`src/rtl/aes_pkg.sv`:
```
// Shared AES definitions for the column-serial MixColumns stage.
// The INV_MIXCOLUMNS_EN macro is consumed by mixcolumns and mixcolumn_word, not here.
package aes_pkg;

    typedef enum logic {
        ST_IDLE = 1'b0,
        ST_BUSY = 1'b1
    } mc_state_t;

    localparam logic [7:0] AES_POLY = 8'h1b;

    localparam int BYTE_W   = 8;
    localparam int COL_W    = 32;
    localparam int NUM_COLS = 4;
    localparam int STATE_W  = COL_W * NUM_COLS;

    localparam logic [1:0] LAST_COL = 2'd3;

    function automatic logic [7:0] xtime(input logic [7:0] x);
        return {x[6:0], 1'b0} ^ (x[7] ? AES_POLY : 8'h00);
    endfunction

endpackage

```
`src/rtl/mixcolumn_word.sv`:
```
// Combinational MixColumns transform of one 32-bit column (byte r at bits [8r+7:8r]).
// With INV_MIXCOLUMNS_EN defined an inv input selects InvMixColumns.
module mixcolumn_word
    import aes_pkg::*;
(
`ifdef INV_MIXCOLUMNS_EN
    input  logic             inv,
`endif
    input  logic [COL_W-1:0] col_in,
    output logic [COL_W-1:0] col_out
);

    logic [BYTE_W-1:0] a  [NUM_COLS];
    logic [BYTE_W-1:0] x2 [NUM_COLS];
    logic [BYTE_W-1:0] fwd [NUM_COLS];

    always_comb begin
        for (int r = 0; r < NUM_COLS; r++) begin
            a[r]  = col_in[r*BYTE_W +: BYTE_W];
            x2[r] = xtime(a[r]);
        end
    end

    // 3x is folded in as (2x ^ x)
    always_comb begin
        fwd[0] = x2[0] ^ (x2[1] ^ a[1]) ^ a[2] ^ a[3];
        fwd[1] = a[0] ^ x2[1] ^ (x2[2] ^ a[2]) ^ a[3];
        fwd[2] = a[0] ^ a[1] ^ x2[2] ^ (x2[3] ^ a[3]);
        fwd[3] = (x2[0] ^ a[0]) ^ a[1] ^ a[2] ^ x2[3];
    end

`ifdef INV_MIXCOLUMNS_EN
    logic [BYTE_W-1:0] x4 [NUM_COLS];
    logic [BYTE_W-1:0] x8 [NUM_COLS];
    logic [BYTE_W-1:0] m9 [NUM_COLS];
    logic [BYTE_W-1:0] mb [NUM_COLS];
    logic [BYTE_W-1:0] md [NUM_COLS];
    logic [BYTE_W-1:0] me [NUM_COLS];
    logic [BYTE_W-1:0] rev [NUM_COLS];

    always_comb begin
        for (int r = 0; r < NUM_COLS; r++) begin
            x4[r] = xtime(x2[r]);
            x8[r] = xtime(x4[r]);
            m9[r] = x8[r] ^ a[r];
            mb[r] = x8[r] ^ x2[r] ^ a[r];
            md[r] = x8[r] ^ x4[r] ^ a[r];
            me[r] = x8[r] ^ x4[r] ^ x2[r];
        end
    end

    always_comb begin
        rev[0] = me[0] ^ mb[1] ^ md[2] ^ m9[3];
        rev[1] = m9[0] ^ me[1] ^ mb[2] ^ md[3];
        rev[2] = md[0] ^ m9[1] ^ me[2] ^ mb[3];
        rev[3] = mb[0] ^ md[1] ^ m9[2] ^ me[3];
    end

    always_comb begin
        col_out = '0;
        for (int r = 0; r < NUM_COLS; r++) begin
            col_out[r*BYTE_W +: BYTE_W] = inv ? rev[r] : fwd[r];
        end
    end
`else
    always_comb begin
        col_out = '0;
        for (int r = 0; r < NUM_COLS; r++) begin
            col_out[r*BYTE_W +: BYTE_W] = fwd[r];
        end
    end
`endif

endmodule

```
`src/rtl/mixcolumns.sv`:
```
// Column-serial AES MixColumns: captures a state on ena, transforms one column per clock, pulses done.
// Defining INV_MIXCOLUMNS_EN adds the inv port and the inverse transform.
//
// state   | meaning
// --------+---------------------------------------------------------
// ST_IDLE | waiting for ena; state_out holds the last result
// ST_BUSY | transforming column col of the captured state, 0..3
module mixcolumns
    import aes_pkg::*;
(
    input  logic               clk,
    input  logic               rst,
    input  logic               ena,
    input  logic [STATE_W-1:0] state_in,
`ifdef INV_MIXCOLUMNS_EN
    input  logic               inv,
`endif
    output logic [STATE_W-1:0] state_out,
    output logic               done,
    output logic               busy
);

    mc_state_t          state;
    logic [1:0]         col;
    logic [STATE_W-1:0] work;
    logic [STATE_W-1:0] result;
    logic [COL_W-1:0]   col_in;
    logic [COL_W-1:0]   col_out;

`ifdef INV_MIXCOLUMNS_EN
    logic inv_q;
`endif

    assign col_in = work[{col, 5'd0} +: COL_W];

    mixcolumn_word u_word (
`ifdef INV_MIXCOLUMNS_EN
        .inv     (inv_q),
`endif
        .col_in  (col_in),
        .col_out (col_out)
    );

    always_ff @(posedge clk or negedge rst) begin
        if (!rst) begin
            state     <= ST_IDLE;
            col       <= 2'd0;
            work      <= '0;
            result    <= '0;
            state_out <= '0;
            done      <= 1'b0;
            busy      <= 1'b0;
`ifdef INV_MIXCOLUMNS_EN
            inv_q     <= 1'b0;
`endif
        end else begin
            done <= 1'b0;
            case (state)
                ST_IDLE: begin
                    if (ena) begin
                        work  <= state_in;
`ifdef INV_MIXCOLUMNS_EN
                        inv_q <= inv;
`endif
                        col   <= 2'd0;
                        busy  <= 1'b1;
                        state <= ST_BUSY;
                    end
                end
                ST_BUSY: begin
                    result[{col, 5'd0} +: COL_W] <= col_out;
                    col <= col + 2'd1;
                    if (col == LAST_COL) begin
                        // column 3 is not in result yet, so splice it in directly
                        state_out <= {col_out, result[3*COL_W-1:0]};
                        done      <= 1'b1;
                        busy      <= 1'b0;
                        state     <= ST_IDLE;
                    end
                end
            endcase
        end
    end

endmodule

```
`config.mk`:
```
export PLATFORM = sky130hd
export DESIGN_NAME = mixcolumns
export DESIGN_NICKNAME = d
export VERILOG_FILES = /design/src/rtl/aes_pkg.sv /design/src/rtl/mixcolumn_word.sv /design/src/rtl/mixcolumns.sv
export SDC_FILE = /design/constraint.sdc
export NUM_CORES = 1
export LEC_CHECK = 0
export CELL_PAD_IN_SITES_DETAIL_PLACEMENT = 0
export CELL_PAD_IN_SITES_GLOBAL_PLACEMENT = 1
export CORE_AREA = 2 2 216 218
export DETAILED_ROUTE_END_ITERATION = 8
export DIE_AREA = 0 0 218 220
export MAX_ROUTING_LAYER = met4
export PLACE_DENSITY_LB_ADDON = 0.1
export SLEW_MARGIN = 10
export SYNTH_ARGS = -nofsm -noshare
export SYNTH_HDL_FRONTEND = slang
export SYNTH_HIERARCHICAL = 1
export SYNTH_SLANG_ARGS = --single-unit
```
`constraint.sdc`:
```
create_clock -name clk -period 3.9 [get_ports clk]
set_input_delay 0.39 -clock clk [delete_from_list [all_inputs] [get_ports clk]]
set_output_delay 0.39 -clock clk [all_outputs]
set_load 0.005 [all_outputs]
```
# Yosys cells after proc, flatten, opt, wreduce, memory -nomap -nowiden
# Cells that the tools add are included.
[word_totals]
ff_bits = 389
in_bits = 131
elab_cells = 54
[op_classes]
add_sub_neg = 2
eq_ne = 3
shift = 3
mux = 15
bitwise_logic = 21
n_reduce_logical = 3
[op_table]
columns = ["cell", "count"]
rows = [
  ["bitwise XOR 8 bit", 20],
  ["bitwise mux 128 bit", 1],
  ["variable shift 32 x 9 -> 128 bit, first input constant", 1],
  ["indexed part select 128 x 8 -> 32 bit", 1],
  ["indexed part select 32 x 9 -> 128 bit", 1],
  ["2-to-1 mux 5 bit", 4],
  ["negator 7 -> 9 bit", 1],
  ["2-to-1 mux 1 bit", 6],
  ["AND reduction 2 bit", 3],
  ["case mux 1 bit (2 select lines)", 2],
  ["case mux 2 bit (2 select lines)", 1],
  ["adder 2 x 1 -> 2 bit, second input constant", 1],
  ["equality test 2 bit, second input constant", 1],
  ["2-to-1 mux 2 bit", 1],
  ["inequality test 2 x 1 -> 1 bit, second input constant", 1],
  ["inequality test 2 bit, second input constant", 1],
  ["NOT 1 bit", 1],
]

# Longest topological paths before layout
# Gate-level depths: netlist of run 1.
[logic_depth]
depth_word = 9
ltp_mapped = 8
mapped_depth_nobuf = 5

# By module
# Netlist of run 1, hierarchy kept.
[by_module_without_submodules]
columns = ["module", "instances", "cells_per_inst", "area_each_um2", "seq_area_each_um2"]
rows = [
  ["mixcolumns", 1, 934, 14525.2, 8933.6],
  ["mixcolumn_word", 1, 79, 1307.5, 0.0],
]

# Worst setup path before layout of run 1
# Ideal clock, no wire load.
[synth_timing]
kind = "register to register"
start = "register col[0]"
end = "register state_out[123]"
t_arrival_ps = 2566
required_ps = 3775
slack_ps = 1209
stages_incl_launch_ff = 7
n_path_buf = 2
period_less_slack_ps = 2691
path_cell_list = "dfrtp_1 > buf_2 > buf_2 > mux4_2 > xnor2_2 > xnor3_1 > mux2_2"
[synth_via]
elab_chain_cells = 7
[synth_rtl]
columns = ["item", "line_no", "text"]
rows = [
  ["from (decl)", "mixcolumns.sv:24", "logic [1:0] col;"],
  ["from (signal assigned)", "mixcolumns.sv:72", "col <= col + 2'd1;"],
  ["indexed part select 128 x 8 -> 32 bit", "mixcolumns.sv:34", "assign col_in = work[{col, 5'd0} +: COL_W];"],
  ["via col_in[7]", "mixcolumns.sv:27", "logic [COL_W-1:0] col_in;"],
  ["2-to-1 mux 5 bit", "aes_pkg.sv:20", "return {x[6:0], 1'b0} ^ (x[7] ? AES_POLY : 8'h00);"],
  ["bitwise XOR 8 bit", "aes_pkg.sv:20", ""],
  ["bitwise XOR 8 bit (4 in a row)", "mixcolumn_word.sv:29", "fwd[3] = (x2[0] ^ a[0]) ^ a[1] ^ a[2] ^ x2[3];"],
  ["via col_out[27]", "mixcolumns.sv:28", "logic [COL_W-1:0] col_out;"],
  ["to (signal assigned)", "mixcolumns.sv:75", "state_out <= {col_out, result[3*COL_W-1:0]};"],
  ["to (decl)", "mixcolumns.sv:18", "output logic [STATE_W-1:0] state_out,"],
]
# The timed path passes the listed nets, and every way through them passes these cells.
# A chain may end at the register's enable or synchronous reset.

# Final worst setup path of run 1
[layout_timing]
start = "register col[0]"
end = "register result[24]"
[layout_lines]
columns = ["item", "line_no", "text"]
rows = [
  ["indexed part select 128 x 8 -> 32 bit", "mixcolumns.sv:34", ""],
  ["via col_in[31]", "mixcolumns.sv:27", ""],
  ["2-to-1 mux 5 bit", "aes_pkg.sv:20", ""],
  ["bitwise XOR 8 bit", "aes_pkg.sv:20", ""],
  ["bitwise XOR 8 bit", "mixcolumn_word.sv:29", ""],
  ["via col_out[24]", "mixcolumns.sv:28", ""],
  ["indexed part select 32 x 9 -> 128 bit", "mixcolumns.sv:71", "result[{col, 5'd0} +: COL_W] <= col_out;"],
  ["bitwise mux 128 bit", "mixcolumns.sv:71", ""],
  ["to (signal, indexed assignment)", "mixcolumns.sv:71", ""],
  ["to (decl)", "mixcolumns.sv:26", "logic [STATE_W-1:0] result;"],
]
# The timed path passes the listed nets, and every way through them passes these cells.

==> results.ini, run 1 <==
[clock_tree]
cts_tree=yes
clk_latency_ps=570
cts_setup_buffers=0
h-tree-depth=2
clk_path_buf_depth=3
cts_buffers=41
clkTransAtPathRegs_ps=60
clockRootBuffer=clkbuf_16
clock-sinks=357

[worst_setup_path]
crit_path_end_kind=flip-flop
critPathArrivalTime_ps=3670
crit_fanout=20
crit_type=reg2reg
start_kind=flip-flop
required_ps=4380

[global_route]
grt_pass1_wl_um=70300
grt_max_degree=106
antenna_found_initial=0
grt_pass1_vias=10300
globalRouteOverflowTotal=0
grtUsageTotal_pct=20.6

[die]
die_h_um=220
num_rows=79
dieWidth_um=218
core_mm2=0.0459
ioPinCount=261
dieArea_mm2=0.0480
start_util_pct=34.5

[route]
routed_wirelength_um=47200
drc=0
drt-wirelength-per-cell_um=24.7
firstDrtPassIters=5
ant_nets=0
vias_per_cell=5.11
vias=9750
drtIter0Drc=544

[logic_synthesis]
synth_compound_area_share_pct=5.75
seq_area_frac_synth_pct=56.4
ys_ff_latch=357
synth_xor_area_share_pct=8.12
synth_top_family_by_area=multiplexers
synth_nets=1149
synth-warning-count=6
synth_fa_ha_area_share_pct=0.395
ys_types=38
synth-async-reset-ratio_pct=100
synth_top_area_share_pct=56.4
synth_edf_count=0
synth_mux_area_share_pct=22.8
synth-main-ff-cell=dfrtp_1
ys_top_cells_by_area=dfrtp_1 56%, mux2_2 17%, xnor3_1 4.8%
synth.avg_cell_area_um2=15.6
syn-cell-area_mm2=0.0158
yosys.area_share.simple_pct=3.82
synth_top_cell_by_area=dfrtp_1
synth_cells=1013

[final_layout]
nets=1410
seq_area_mm2=0.00894
area_delta_synth_final_pct=30.0
layout_common_cells=354 x dfrtp_1, 259 x clkdlybuf4s50_1, 237 x mux2_2
fin_cells=1909
drive_gt1_share_pct=29.8
multi_input_area_mm2=0.00648
nFillCells=4191
diodes=0
layout_commonest_cell=dfrtp_1

[timing]
period_needed_ps=3200
skew_ps=26.0
finalSetupTns_ps=0
post-route-period-util_pct=82.0
setup_violations=0
hold_ws_ps=443
rsz0062_at_grt=no
slew_headroom_pct=40.0
worst_slew_pin_slew_ps=898
finalMaxSlewViolations=0
final_hold_viol_count=0
fmax_mhz=313

[hold_path]
hp-class=in2reg

[job]
cap_viol_max_count=0

[place]
place.port_buffers=260
dp.cells=1837
place.gp.congestion=0.759
dp_hpwl_um=32900

[outcome]
outcome=completed

## cells in the mapped netlist (all sizes together), types with 3 or more instances
| master | number |
|---|---|
| a21boi | 5 |
| a32o | 9 |
| a41o | 5 |
| buf | 52 |
| clkbuf | 32 |
| dfrtp | 357 |
| ha | 5 |
| inv | 3 |
| mux2 | 257 |
| mux4 | 32 |
| nand2 | 5 |
| nand3 | 32 |
| nand3b | 21 |
| nand4 | 28 |
| o2bb2ai | 81 |
| xnor2 | 19 |
| xnor3 | 34 |
| xor2 | 12 |
| xor3 | 9 |
## layout make-up
type | instances | area share [%]
Clock buffer | 59 | 6.05
Clock inverter | 12 | 0.462
Inverter | 3 | 0.0547
Multi-Input combinational cell | 569 | 31.5
Sequential cell | 357 | 43.4
Tap cell | 607 | 3.69
Timing Repair Buffer | 302 | 14.8
## sequential cells by signal, summed over array words and instances, names as in the netlist
| signal | flops |
|---|---|
| busy | 1 |
| result | 96 |
| work | 128 |
| state_out | 128 |
| state | 1 |
| col | 2 |
| done | 1 |
## worst max-delay path, cell delays in order, from the launching register on
cell and delay, ps:
dfrtp_4 620, buf_4 260, mux4_2 610, xnor2_2 400, xor2_1 760, nand3_1 220
o2bb2ai_1 200
## worst paths after layout
kind	startpoint	end	slack, ps	cells after the start
setup / recovery	col[0]	result[24]	700	6
hold / removal	state_in[87]	work[87]	440	2
setup reg to reg	col[0]	result[24]	700	6
hold reg to reg	state_out[36]	state_out[36]	490	1
max in group asynchronous	rst	state_out[28]	2370	3
min in group asynchronous	rst	work[90]	510	2
## through the flow
step           util [%]  setup slack [ps]  instance area, um^2
2_1_floorplan         -              1210                15800
3_3_place_gp       41.9               771                19200
3_5_place_dp       41.9               776                19200
4_1_cts            44.9               727                20600
5_1_grt            44.9               613                20600
6_report           44.9               702                20600
## layer usage
layer  GRT usage [%]  wire length [um]  up-vias
li1                -                 -     4319
met2            30.5             21300      247
met1            29.6             22900     5124
met4            4.49               809        0
met5               -                 0        -
met3            3.78              2190       60
## timing repair
action | 4_1_cts | 5_1_grt
gates resized for setup | 0 | 0
hold buffers | 1 | 0
endpoints found under the hold margin | 99 | 0
endpoints found under the setup margin | 0 | 0
## cells by family after synthesis
family / count (synthesis)
muxes: 289
DFF: 357
buffers and inverters: 87
and+or+nand+nor: 98
xor gates and xnor gates: 74
adders and majority gates: 5
AOI/OAI and AO/OA: 103
Power of run 1 is left out: the tool's default activity adds up to more than one toggle a clock period on the data nets, which glitch-free logic cannot reach.
==> run 2, diff against run 1 <==
- clock period: 3.9 -> 2.9 ns (I/O delays scaled with it)
==> run 2 against run 1 <==
  * Clock-buffer cell count up 9
  * Core utilization up 0.57 points
  * Design area up 1.3%
  * Worst hold slack worse by 96 ps
  * Non-clock buffer count up 16
  * Critical path type unchanged
  * Setup slack worse by 600 ps
  * Final cell count up 1.1%
==> results.ini, run 2 (synthesis gave the netlist of run 1 again) <==
[clock_tree]
clkTransAtPathRegs_ps=60  ; about the same
clk_latency_ps=560  ; was 570 ps
clk_path_buf_depth=3  ; unchanged
cts_buffers=42  ; was 41
cts_setup_buffers=0  ; unchanged
h-tree-depth=2  ; unchanged
clockRootBuffer=clkbuf_16  ; unchanged
cts_tree=yes  ; unchanged
clock-sinks=357  ; unchanged

[timing]
post-route-period-util_pct=96.6  ; was 82.0%
finalMaxSlewViolations=0  ; unchanged
final_hold_viol_count=0  ; unchanged
finalSetupTns_ps=0  ; unchanged
hold_ws_ps=347  ; was 443 ps
worst_slew_pin_slew_ps=740  ; was 898 ps
finalWorstSetupSlack_ps=100  ; was 702 ps
setup_violations=0  ; unchanged
skew_ps=13.1  ; was 26.0 ps
fmax_mhz=357  ; was 313 MHz
period_needed_ps=2800  ; was 3200 ps
rsz0062_at_grt=no  ; unchanged
slew_headroom_pct=50.5  ; was 40.0%

[route]
ant_nets=0  ; unchanged
routed_wirelength_um=47700  ; was 47200 um
firstDrtPassIters=7  ; was 5
drtIter0Drc=582  ; was 544
vias_per_cell=5.09  ; was 5.11
drc=0  ; unchanged
vias=9829  ; was 9750
drt-wirelength-per-cell_um=24.7  ; about the same

[worst_setup_path]
critPathSlowestCell=xnor3_1  ; was xor2_1
crit_path_end_kind=flip-flop  ; unchanged
start_kind=flip-flop  ; unchanged
reg2reg_from=col[0]  ; unchanged
crit_fanout=16  ; was 20
max_stage_delay_ps=670  ; was 760 ps
crit_type=reg2reg  ; unchanged
reg2reg_to=state_out[115]  ; was result[24]
reg2reg_depth=5  ; was 6
cp_cell_sequence=buf_12 -> mux4_2 -> xnor2_2 -> xnor3_1 -> mux2_2  ; was buf_4 -> mux4_2 -> xnor2_2 -> xor2_1 -> nand3_1 -> o2bb2ai_1
worst-r2r-setup-slack_ps=100  ; was 700 ps
required_ps=3330  ; was 4380 ps
critPathArrivalTime_ps=3230  ; was 3670 ps

[job]
cap_viol_max_count=0  ; unchanged

[die]
num_rows=79  ; unchanged
dieWidth_um=218  ; unchanged
die_h_um=220  ; unchanged
dieArea_mm2=0.0480  ; unchanged
start_util_pct=34.5  ; unchanged
ioPinCount=261  ; unchanged
core_mm2=0.0459  ; unchanged

[global_route]
grt_pass1_wl_um=71700  ; was 70300 um
antenna_found_initial=3  ; was 0
grt_pass1_vias=10400  ; was 10300
globalRouteOverflowTotal=0  ; unchanged
grtUsageTotal_pct=21.0  ; was 20.6%
grt_max_degree=82  ; was 106

[final_layout]
fin_cells=1930  ; was 1909
reg.largest.list=state_out: 128 flops, work: 128 flops, result: 96 flops  ; unchanged
nets=1427  ; was 1410
layout_common_cells=354 x dfrtp_1, 259 x clkdlybuf4s50_1, 237 x mux2_2  ; unchanged
area_delta_synth_final_pct=31.7  ; was 30.0%
layout_commonest_cell=dfrtp_1  ; unchanged
drive_gt1_share_pct=30.6  ; was 29.8%

[place]
dp_hpwl_um=33500  ; was 32900 um
place.gp.congestion=0.778  ; was 0.759
preCtsSetupSlack_ps=83.9  ; was 776 ps
dp.cells=1853  ; was 1837
place.port_buffers=260  ; unchanged

[outcome]
outcome=completed  ; unchanged

[hold_path]
hp-class=in2async  ; was in2reg

-- run 2: cell types whose count changed in the layout (fill, tap and decap cells not counted), moves of 2 or more --
cell and delta:
buf_4 +10, buf_12 +6, clkbuf_1 +5, clkinv_2 -3, clkbuf_16 +2, clkbuf_8 +2
-- run 2: worst max path at each step --
| stage | start | to | cells past startpoint |
|---|---|---|---|
| CTS | col[0] | result[20] | 7 |
| floorplan | col[0] | state_out[123] | 6 |
| global route | col[0] | state_out[115] | 5 |
| global placement | col[0] | state_out[115] | 5 |
| detailed placement | col[0] | result[20] | 7 |
| finish | col[0] | state_out[115] | 5 |
-- run 2: layout make-up --
type | instances | area, um^2
Multi-Input combinational cell | 569 | 6480
Sequential cell | 357 | 8940
Fill cell | 4175 | 25000
Antenna cell | 1 | 2.50
Timing Repair Buffer | 318 | 3250
Clock inverter | 7 | 62.6
Clock buffer | 68 | 1340
Tap cell | 607 | 759
Inverter | 3 | 11.3
-- run 2: critical path: cells and delay by family (launching register included) --
kind      cells  cell delay (ps)
xor+xnor      2             1020
flops         1              440
buf+inv       1              190
mux           2             1000
-- run 2: per-layer routing --
metal | vias to the layer above | global-route usage [%] | routed length, um
met3 | 53 | 4.61 | 2590
met4 | 0 | 4.31 | 726
met2 | 281 | 31.3 | 21700
met1 | 5156 | 29.4 | 22700
met5 | - | - | 0
li1 | 4339 | - | -
-- run 2: per-stage QoR --
stage / util [%] / cell area (um^2)
after floorplan: - / 15800
after global placement: 42.4 / 19400
after detailed placement: 42.4 / 19400
after CTS: 45.4 / 20800
after global routing: 45.5 / 20800
final: 45.5 / 20800
-- run 2: what timing repair did --
action,4_1_cts,5_1_grt
gates resized for setup,0,1
setup endpoints to repair,0,1
endpoints found under the hold margin,70,0
hold buffers,1,0
Power of run 2 is left out for the same reason.
==> run 3, diff against run 2 <==
- ABC_AREA: not set -> 1
- CELL_PAD_IN_SITES_GLOBAL_PLACEMENT: 1 -> 2
- CORE_AREA: 2 2 216 218 -> 2 2 253 255
- DIE_AREA: 0 0 218 220 -> 0 0 255 257
==> run 3 against run 2 <==
  * Setup slack improved by 64 ps
  * Maximum frequency up 2.3%
  * Worst hold slack lost 61 ps
  * Core utilization fell by 9.6 points
  * Via count grew 52%
  * Wire length grew 26%
  * Sequential share of layout area down 3.2 points
  * Final cell count grew 79%
  * First-iteration DRC count up 44%
  * Flip-flop and latch count stayed put
  * Clock-buffer cell count down 7
  * Die area increased by 37%
  * Critical path type unchanged
==> results.ini, run 3 <==
[clock_tree]
clkTransAtPathRegs_ps=60  ; about the same
clk_latency_ps=580  ; was 560 ps
cts_buffers=44  ; was 42
clockRootBuffer=clkbuf_16  ; unchanged
clk_path_buf_depth=3  ; unchanged
cts_tree=yes  ; unchanged
clock-sinks=357  ; unchanged
h-tree-depth=2  ; unchanged

[logic_synthesis]
synth_nets=2474  ; was 1149
synth_cells=2338  ; was 1013
synth-warning-count=6  ; unchanged
synth_top_area_share_pct=51.4  ; was 56.4%
synth_top_cell_by_area=dfrtp_1  ; unchanged
syn-cell-area_mm2=0.0174  ; was 0.0158 mm^2
synth.avg_cell_area_um2=7.43  ; was 15.6 um^2
synth-main-ff-cell=dfrtp_1  ; unchanged
synth_edf_count=0  ; unchanged
ys_top_cells_by_area=dfrtp_1 51%, nand2_1 24%, nor2_1 4.4%  ; was dfrtp_1 56%, mux2_2 17%, xnor3_1 4.8%
yosysMostFrequentCell=nand2_1  ; was dfrtp_1
synthTopCellsByCount=1108 x nand2_1, 357 x dfrtp_1, 204 x nor2_1  ; was 357 x dfrtp_1, 237 x mux2_2, 81 x o2bb2ai_1
seq_area_frac_synth_pct=51.4  ; was 56.4%
ys_ff_latch=357  ; unchanged
ys_types=28  ; was 38
synth-async-reset-ratio_pct=100  ; unchanged

[timing]
finalWorstSetupSlack_ps=164  ; was 100 ps
fmax_mhz=365  ; was 357 MHz
slew_headroom_pct=51.0  ; was 50.5%
finalMaxSlewViolations=0  ; unchanged
setup_violations=0  ; unchanged
worst_slew_pin_slew_ps=735  ; was 740 ps
rsz0062_at_grt=no  ; unchanged
skew_ps=24.2  ; was 13.1 ps
period_needed_ps=2740  ; was 2800 ps
post-route-period-util_pct=94.4  ; was 96.6%
final_hold_viol_count=0  ; unchanged

[route]
firstDrtPassIters=5  ; was 7
routed_wirelength_um=59900  ; was 47700 um
vias_per_cell=4.33  ; was 5.09
drtIter0Drc=836  ; was 582
ant_nets=0  ; unchanged
drt-wirelength-per-cell_um=17.3  ; was 24.7 um
vias=15000  ; was 9829
drc=0  ; unchanged

[final_layout]
diodes=0  ; was 1
area_delta_synth_final_pct=29.7  ; was 31.7%
layout_common_cells=1103 x nand2_1, 356 x dfrtp_1, 258 x clkdlybuf4s50_1  ; was 354 x dfrtp_1, 259 x clkdlybuf4s50_1, 237 x mux2_2
drive_gt1_share_pct=7.75  ; was 30.6%
fin_cells=3453  ; was 1930
reg.largest.list=state_out: 128 flops, work: 128 flops, result: 96 flops  ; unchanged
utilization_pct=35.9  ; was 45.5%
fin_area_mm2=0.0225  ; was 0.0208 mm^2
nets=2711  ; was 1427
layout_commonest_cell=nand2_1  ; was dfrtp_1
nFillCells=6717  ; was 4175

[die]
ioPinCount=261  ; unchanged
die_h_um=257  ; was 220 um
dieWidth_um=255  ; was 218 um
dieArea_mm2=0.0655  ; was 0.0480 mm^2
start_util_pct=27.7  ; was 34.5%
num_rows=92  ; was 79
core_mm2=0.0627  ; was 0.0459 mm^2

[global_route]
grt_max_degree=79  ; was 82
grt_pass1_vias=15400  ; was 10400
globalRouteOverflowTotal=0  ; unchanged
grtUsageTotal_pct=19.1  ; was 21.0%
grt_pass1_wl_um=93400  ; was 71700 um
antenna_found_initial=0  ; was 3

[place]
dp_hpwl_um=43900  ; was 33500 um
dp.cells=3374  ; was 1853
place_area_mm2=0.0210  ; was 0.0194 mm^2
place.gp.congestion=0.815  ; was 0.778
place.port_buffers=260  ; unchanged
preCtsSetupSlack_ps=-39.9  ; was 83.9 ps

[worst_setup_path]
reg2reg_depth=12  ; was 5
critPathArrivalTime_ps=3250  ; was 3230 ps
critPathSlowestCell=dfrtp_4  ; was xnor3_1
crit_type=reg2reg  ; unchanged
max_stage_delay_ps=580  ; was 670 ps
crit_fanout=18  ; was 16
required_ps=3420  ; was 3330 ps
crit_top_cell=nand2_1
start_kind=flip-flop  ; unchanged
crit_path_end_kind=flip-flop  ; unchanged
cp_cell_sequence=buf_4 -> or2_2 -> nand3_1 -> nand2_1 -> inv_1 -> nand3_1 -> nand2_1 -> xor2_1 -> nand2_1 -> nor2_1 -> nand2_1 -> nand2_1  ; was buf_12 -> mux4_2 -> xnor2_2 -> xnor3_1 -> mux2_2

[outcome]
outcome=completed  ; unchanged

[hold_path]
hp-class=in2reg  ; was in2async
holdPathStages=3

[job]
cap_viol_max_count=0  ; unchanged

## run 3: cell types whose count changed after synthesis, sizes merged, moves of 40 or more
| cell | change |
|---|---|
| nand2 | +1115 |
| mux2 | -257 |
| nor2 | +204 |
| inv | +180 |
| a21oi | +97 |
| nand3 | +96 |
| o2bb2ai | -81 |
| buf | +40 |
## run 3: kinds of logic (layout without fill, tap and decap cells)
logic type | after synthesis | in the layout | share of synthesized area (%)
flip-flops | 357 | 357 | 51.4
XOR/XNOR | 44 | 44 | 2.52
adder cells (fa/ha/maj) | 5 | 5 | 0.360
AND/OR/NAND/NOR | 1490 | 1490 | 34.0
AO/OA/AOI/OAI | 132 | 132 | 3.80
buffers and inverters | 310 | 579 | 7.89
## run 3: path summary, 6_finish.rpt
path | slack [ps] | start | to
worst max-delay path | 160 | col[0] | result[46]
worst min-delay path | 290 | state_in[15] | work[15]
min in group asynchronous | 330 | rst | state_out[39]
worst min register to register | 460 | work[27] | work[27]
worst max register to register | 160 | col[0] | result[46]
max in group asynchronous | 1720 | rst | col[0]
## run 3: metal layers
metal | track usage, % | routed length, um | share of wire (%)
met4 | 4.73 | 1380 | 2.3
met5 | - | 0 | 0
met2 | 31.1 | 29000 | 48
met3 | 2.35 | 1740 | 2.9
met1 | 25.1 | 27700 | 46
## run 3: timing repair
item,CTS,global route
setup endpoints to repair,2,15
hold endpoints to repair,70,0
gates resized for setup,1,9
buffers inserted,0,0
hold buffers,1,0
## run 3: final cells by class
cell class | instances | area (um^2) | area share, %
Sequential cell | 357 | 8940 | 39.7
Multi-Input combinational cell | 1671 | 7110 | 31.5
Timing Repair Buffer | 318 | 3230 | 14.3
Tap cell | 846 | 1060 | 4.70
Inverter | 183 | 701 | 3.11
Clock buffer | 61 | 1260 | 5.62
Clock inverter | 17 | 228 | 1.01
## run 3: worst max-delay path, delay by kind of cell (launching register included)
family / cells / cell delay [ps]
buffers and inverters: 2 / 460
XOR/XNOR: 1 / 390
flip-flops: 1 / 580
AND/OR/NAND/NOR: 9 / 1270
## run 3: metrics by stage
| stage | hold WS [ps] | setup TNS [ps] |
|---|---|---|
| after floorplan | -5.59 | 0 |
| after global placement | 365 | -22.0 |
| after detailed placement | 363 | -39.9 |
| after CTS | 259 | 0 |
| after global routing | 284 | 0 |
| final | 287 | 0 |
Power of run 3 is left out for the same reason.
